**config.mk**
```make
export PLATFORM = sky130hd
export DESIGN_NAME = popcount_sequencer
export DESIGN_NICKNAME = d
export VERILOG_FILES = /design/src/rtl/popcount_pkg.sv /design/src/rtl/byte_popcount.sv /design/src/rtl/popcount_sequencer.sv
export SDC_FILE = /design/constraint.sdc
export NUM_CORES = 1
export LEC_CHECK = 0
export ABC_AREA = 1
export CORE_UTILIZATION = 67
export DETAILED_ROUTE_END_ITERATION = 8
export DONT_BUFFER_PORTS = 1
export PLACE_DENSITY_LB_ADDON = 0.12
export SLEW_MARGIN = 20
export SYNTH_ARGS = -nofsm -noshare
export SYNTH_HDL_FRONTEND = slang
export SYNTH_SLANG_ARGS = --single-unit
```
**constraint.sdc**
```tcl
create_clock -name clk -period 6.3 [get_ports clk]
set_input_delay 0.63 -clock clk [delete_from_list [all_inputs] [get_ports clk]]
set_output_delay 0.63 -clock clk [all_outputs]
set_load 0.02 [all_outputs]
```
**src/rtl/popcount_pkg.sv**
```systemverilog
// ============================================================================
//  popcount_pkg : shared state encoding and chunk width for popcount_sequencer
//  Rev 1.0
// ============================================================================
`timescale 1ns/1ps
`default_nettype none

package popcount_pkg;

  localparam int CHUNK_W = 8;

  typedef enum logic [1:0] {
    ST_IDLE = 2'd0,
    ST_RUN  = 2'd1,
    ST_DONE = 2'd2
  } state_t;

endpackage

`default_nettype wire

```
**src/rtl/byte_popcount.sv**
```systemverilog
// ============================================================================
//  byte_popcount : combinational count of set bits in one 8-bit chunk
//  Rev 1.0
// ============================================================================
`timescale 1ns/1ps
`default_nettype none

module byte_popcount
  import popcount_pkg::*;
(
  input  logic [CHUNK_W-1:0] data,
  output logic [3:0]         count
);

  always_comb begin
    count = '0;
    for (int i = 0; i < CHUNK_W; i++) begin
      count = count + {3'b000, data[i]};
    end
  end

endmodule

`default_nettype wire

```
**src/rtl/popcount_sequencer.sv**
```systemverilog
// ============================================================================
//  popcount_sequencer : multi-cycle population count, one byte chunk per cycle
//  Rev 1.0
// ============================================================================
`timescale 1ns/1ps
`default_nettype none

module popcount_sequencer
  import popcount_pkg::*;
#(
  parameter int DATA_W = 32
) (
  input  logic                         clk,
  input  logic                         rst_n,
  input  logic                         in_valid,
  output logic                         in_ready,
  input  logic [DATA_W-1:0]            in_data,
  input  logic                         abort,
  output logic                         out_valid,
  input  logic                         out_ready,
  output logic [$clog2(DATA_W+1)-1:0]  out_count,
  output logic                         busy
);

  localparam int N_CHUNK = DATA_W / CHUNK_W;
  localparam int CNT_W   = $clog2(DATA_W + 1);
  localparam int IDX_W   = (N_CHUNK > 1) ? $clog2(N_CHUNK) : 1;
  localparam logic [IDX_W-1:0] LAST_IDX = IDX_W'(N_CHUNK - 1);

  state_t             r_state;
  state_t             w_state_nxt;
  logic [DATA_W-1:0]  r_shift;
  logic [DATA_W-1:0]  w_shift_nxt;
  logic [CNT_W-1:0]   r_acc;
  logic [CNT_W-1:0]   w_acc_nxt;
  logic [CNT_W-1:0]   r_count;
  logic [CNT_W-1:0]   w_count_nxt;
  logic [IDX_W-1:0]   r_idx;
  logic [IDX_W-1:0]   w_idx_nxt;
  logic               r_out_valid;
  logic               w_out_valid_nxt;
  logic [3:0]         w_chunk_cnt;
  logic [CNT_W-1:0]   w_acc_sum;

  byte_popcount u_byte_popcount (
    .data  (r_shift[CHUNK_W-1:0]),
    .count (w_chunk_cnt)
  );

  assign w_acc_sum = r_acc + CNT_W'(w_chunk_cnt);

  always_comb begin
    w_state_nxt     = r_state;
    w_shift_nxt     = r_shift;
    w_acc_nxt       = r_acc;
    w_count_nxt     = r_count;
    w_idx_nxt       = r_idx;
    w_out_valid_nxt = r_out_valid;

    // abort outranks every other transition; in IDLE it only blocks acceptance
    if (abort) begin
      if (r_state != ST_IDLE) begin
        w_state_nxt     = ST_IDLE;
        w_acc_nxt       = '0;
        w_idx_nxt       = '0;
        w_count_nxt     = '0;
        w_out_valid_nxt = 1'b0;
      end
    end else begin
      case (r_state)
        ST_IDLE: begin
          if (in_valid) begin
            w_shift_nxt = in_data;
            w_acc_nxt   = '0;
            w_idx_nxt   = '0;
            w_state_nxt = ST_RUN;
          end
        end
        ST_RUN: begin
          w_acc_nxt   = w_acc_sum;
          w_shift_nxt = r_shift >> CHUNK_W;
          w_idx_nxt   = r_idx + IDX_W'(1);
          if (r_idx == LAST_IDX) begin
            w_count_nxt     = w_acc_sum;
            w_out_valid_nxt = 1'b1;
            w_idx_nxt       = '0;
            w_state_nxt     = ST_DONE;
          end
        end
        ST_DONE: begin
          if (out_ready) begin
            w_out_valid_nxt = 1'b0;
            w_state_nxt     = ST_IDLE;
          end
        end
        default: begin
          w_state_nxt = ST_IDLE;
        end
      endcase
    end
  end

  always_ff @(posedge clk or negedge rst_n) begin
    if (!rst_n) begin
      r_state <= ST_IDLE;
    end else begin
      r_state <= w_state_nxt;
    end
  end

  always_ff @(posedge clk or negedge rst_n) begin
    if (!rst_n) begin
      r_shift     <= '0;
      r_acc       <= '0;
      r_count     <= '0;
      r_idx       <= '0;
      r_out_valid <= 1'b0;
    end else begin
      r_shift     <= w_shift_nxt;
      r_acc       <= w_acc_nxt;
      r_count     <= w_count_nxt;
      r_idx       <= w_idx_nxt;
      r_out_valid <= w_out_valid_nxt;
    end
  end

  assign in_ready  = (r_state == ST_IDLE);
  assign busy      = (r_state != ST_IDLE);
  assign out_valid = r_out_valid;
  assign out_count = r_count;

endmodule

`default_nettype wire

```
==> flow_results.org <==
** STA
- Worst Clk Skew :: 4.664 ps
- Final hold analysis gives a worst-case slack of 13.81 ps.
- In the post-route analysis, the smallest setup slack over all paths is 2636 ps.
- Setup violations remaining at the end of the flow were counted as 0.
- Worst slew slack as a fraction of its limit :: 55.55%
- Final Hold Violating Endpoints :: 0
- Period Utilization, post-route :: 58.16%
- In the final timing run, aggregate negative setup slack is 0 ps.
- At the pin with the least slew margin, the transition time is 664.3 ps.
- The routed design could run at a clock period as short as 3664 ps.
- Setup repair after global routing left no endpoint under its margin.
- Based on the critical path, the design can be clocked at up to 272.9 MHz.
- The final-report max-slew violation count is 0.

** Power
- Clock group share of total power :: 16.6%
- In this run switching power makes up 41.41% of total power.
- Of the total power, combinational logic draws 48.9%.
- Summed over all cells, the static leakage comes to 1.349 nW.
- In this run the power density over the cells is 514.8 mW/mm2.
- Internal power summed over all cells :: 0.8069 mW
- Sequential cells burn 34.5% of the power.
- Net switching power of the design :: 0.5702 mW
- Across the VDD grid, the largest voltage drop is 0.3467 mV.

** Yosys
- When the netlist entered floorplanning its net count stood at 360.
- Summed over its instances, the top area cell type makes up 47.99% of the synthesized netlist area.
- Number of flops mapped to enable cells by yosys :: 0
- Asr flop ratio synth :: 100.0%
- The most common cell in the synthesized netlist is sky130_fd_sc_hd__nand2_1.
- Synthesis Warnings :: 0
- After synthesis, the netlist uses 27 different library cells.
- In the synthesized netlist the dominant register cell turns out to be sky130_fd_sc_hd__dfrtp_1.
- Ranked by instance count, the synthesized netlist is headed by 77 x sky130_fd_sc_hd__nand2_1, 54 x sky130_fd_sc_hd__o21ai_0, 49 x sky130_fd_sc_hd__dfrtp_1.
- Combined area of all synthesized cells :: 0.002555 mm2
- Cell taking the most area after synthesis :: sky130_fd_sc_hd__dfrtp_1
- Post-Synthesis Mean Instance Area :: 8.242 um2
- Synth Register Bits :: 49
- Summing the sequential cell areas from Yosys gives 47.99% of the chip area.
- Top cells by area, synth :: sky130_fd_sc_hd__dfrtp_1 48%, sky130_fd_sc_hd__nand2_1 11%, sky130_fd_sc_hd__o21ai_0 11%
- Synthesis handed over a netlist of 310 instances.

** Critical path
- STA puts the critical path data required time at 6490 ps.
- At the worst endpoint, the arrival time is 3860 ps.
- The critical path is of the flop to flop type.
- FF-to-FF Start :: r_shift[1]
- STA classifies the critical path startpoint as a flop.
- The critical path starts at r_shift[1].
- Kind of end point of the critical path :: flop
- Critical path peak fanout :: 2

** Placement
- Placement-stage cell area :: 0.002549 mm2
- The congestion estimate from routability-driven global placement came to 0.8242.
- Prior to clock tree synthesis, the placed netlist has a worst setup slack of 2731 ps.
- In this run the tool buffered the top-level ports with 0 buffer cells.
- Detailed placement finished with a half-perimeter wire length of 3347 um.

** Clock network
- CTS max path bufs :: 2
- Clock insertion delay at the later pin of the skew report :: 300 ps
- Clk root buf :: sky130_fd_sc_hd__clkbuf_8
- Clock-pin slew was measured on the worst setup and hold paths at 80 ps.
- Once the clock tree was built, the setup fixing pass inserted 0 buffers.
- TritonCTS clock tree :: done
- Number of buffers created by CTS :: 5
- CTS saw 49 sinks.
- The H-tree was split into 2 levels.
- CTS resizes :: 0

** Routing
- The first detailed-routing pass ran for 4 iterations.
- Average wire per cell in the routed design :: 13.70 um
- The routed layout has 1989 vias.
- For this block, the initial DRC count from the detailed router was 101.
- The count of nets left with antenna violations once routing finished came out at 0.
- After detailed routing, the number of vias per cell comes to 5.587.
- Detailed-route DRC error count :: 0
- The final layout contains routed wiring with a total length of 4876 um.

** Finish
- In the final layout, the share of cells above drive strength 1 is 4.870%.
- The area growth from synthesis to layout is 4.701%.
- The number of antenna diodes in the final layout is 0.
- Number of nets at the end of the flow :: 357
- Non-Filler Cell Area, Final :: 0.002675 mm2

** Floorplanning
- In this run the horizontal extent of the chip is 63.75 um.
- Area of the die :: 0.004064 mm2
- Number of standard-cell rows in the floorplan :: 22
- Initial core utilization :: 69.79%
- Core Region :: 0.003661 mm2
- # IOs :: 46
- The die is 63.75 um tall.

** Flow run
- Number of maximum-capacitance violations :: 0

** Worst hold path
- Worst min-delay path class :: input port to asynchronous set/reset pin

** Global routing
- Via count of the first global-routing pass :: 1825
- Overall track demand over capacity in global routing :: 25.99%
- Global-route wire length before repair :: 7990 um
- Entering global routing, the biggest net connects 66 pins.
- The number of antenna violations at the first check in global routing came to 0.
- Total global routing overflow :: 0

** Outcome
- The run finished with clean final reports.
layout make-up:
class,count,area (um2)
flip-flops and latches,49,1226
multi-input cells,201,1075
fillers,288,985.9
inverters,48,180.2
clock buffers,7,86.33
well taps,48,60.06
clock inverters,1,30.03
repair buffers,2,17.52
final timing paths:
path                           endpoint  cells after the start  slack (ps)
setup / recovery           out_count[4]                     12        2640
hold / removal             out_count[0]                      0          10
setup reg to reg           out_count[4]                     12        2640
hold reg to reg                r_acc[3]                      2         530
max in group asynchronous     out_valid                      1        5090
min in group clk            r_shift[30]                      2         470
flip-flops by register name, summed over array words and instances, names as in the netlist:
| name | cells |
|---|---|
| r_shift | 32 |
| out_valid | 1 |
| r_acc | 6 |
| r_idx | 2 |
| out_count | 6 |
| r_state | 2 |
layout by cell type (no fill, tap or decap), types with 2 or more instances in the layout:
cell	count
sky130_fd_sc_hd__nand3_1	32
sky130_fd_sc_hd__inv_2	2
sky130_fd_sc_hd__dfrtp_1	49
sky130_fd_sc_hd__fa_1	5
sky130_fd_sc_hd__nand2_1	77
sky130_fd_sc_hd__clkbuf_8	6
sky130_fd_sc_hd__inv_1	45
sky130_fd_sc_hd__o21ai_0	54
sky130_fd_sc_hd__ha_1	8
sky130_fd_sc_hd__a31oi_1	4
sky130_fd_sc_hd__nand3b_1	2
sky130_fd_sc_hd__nor2_1	8
routing by layer:
layer	share of wire, %	up-vias	global-route usage (%)	wire length [um]
met4	1.2	0	8.523	58
met3	4.8	5	6.607	236
met2	47	55	40.69	2315
met5	0	-	0	0
met1	46	947	35.53	2265
li1	-	982	-	-
cell families after synthesis:
| logic type | count (synthesis) | synth area share (%) |
|---|---|---|
| flip-flops | 49 | 47.99 |
| AND/OR/NAND/NOR | 124 | 20.72 |
| adder cells (fa/ha/maj) | 13 | 7.836 |
| buffers and inverters | 60 | 10.19 |
| AO/OA/AOI/OAI | 62 | 12.59 |
| XOR/XNOR | 2 | 0.6857 |
metrics by stage:
stage / utilization [%] / instances / power (mW)
2_1_floorplan: - / 310 / 1.022
3_3_place_gp: 69.62 / 347 / 1.107
3_5_place_dp: 69.62 / 347 / 1.154
4_1_cts: 72.80 / 355 / 1.387
5_1_grt: 73.07 / 356 / 1.516
6_report: 73.07 / 356 / 1.377
power by group through the flow:
stage	combinational, mW	sequential, mW	clock (mW)
after floorplan	0.558	0.464	0
after global placement	0.631	0.476	0
after detailed placement	0.672	0.481	0
after CTS	0.679	0.475	0.233
after global routing	0.788	0.486	0.243
final	0.673	0.475	0.229
critical path, stage by stage (launching register included):
cell and delay (ps):
sky130_fd_sc_hd__dfrtp_1 400, sky130_fd_sc_hd__ha_1 290, sky130_fd_sc_hd__inv_1 50, sky130_fd_sc_hd__fa_1 490
sky130_fd_sc_hd__fa_1 420, sky130_fd_sc_hd__fa_1 410, sky130_fd_sc_hd__fa_1 500, sky130_fd_sc_hd__fa_1 440
sky130_fd_sc_hd__nand3b_1 220, sky130_fd_sc_hd__nand2_1 110, sky130_fd_sc_hd__nand2_1 70, sky130_fd_sc_hd__nand3_1 80
sky130_fd_sc_hd__nand2_1 70
repair_timing:
action | in CTS | in global routing
hold buffers | 0 | 1
hold endpoints to repair | 0 | 14
endpoints found under the setup margin | 0 | 0
No activity file was read; power rests on OpenSTA's default activity.
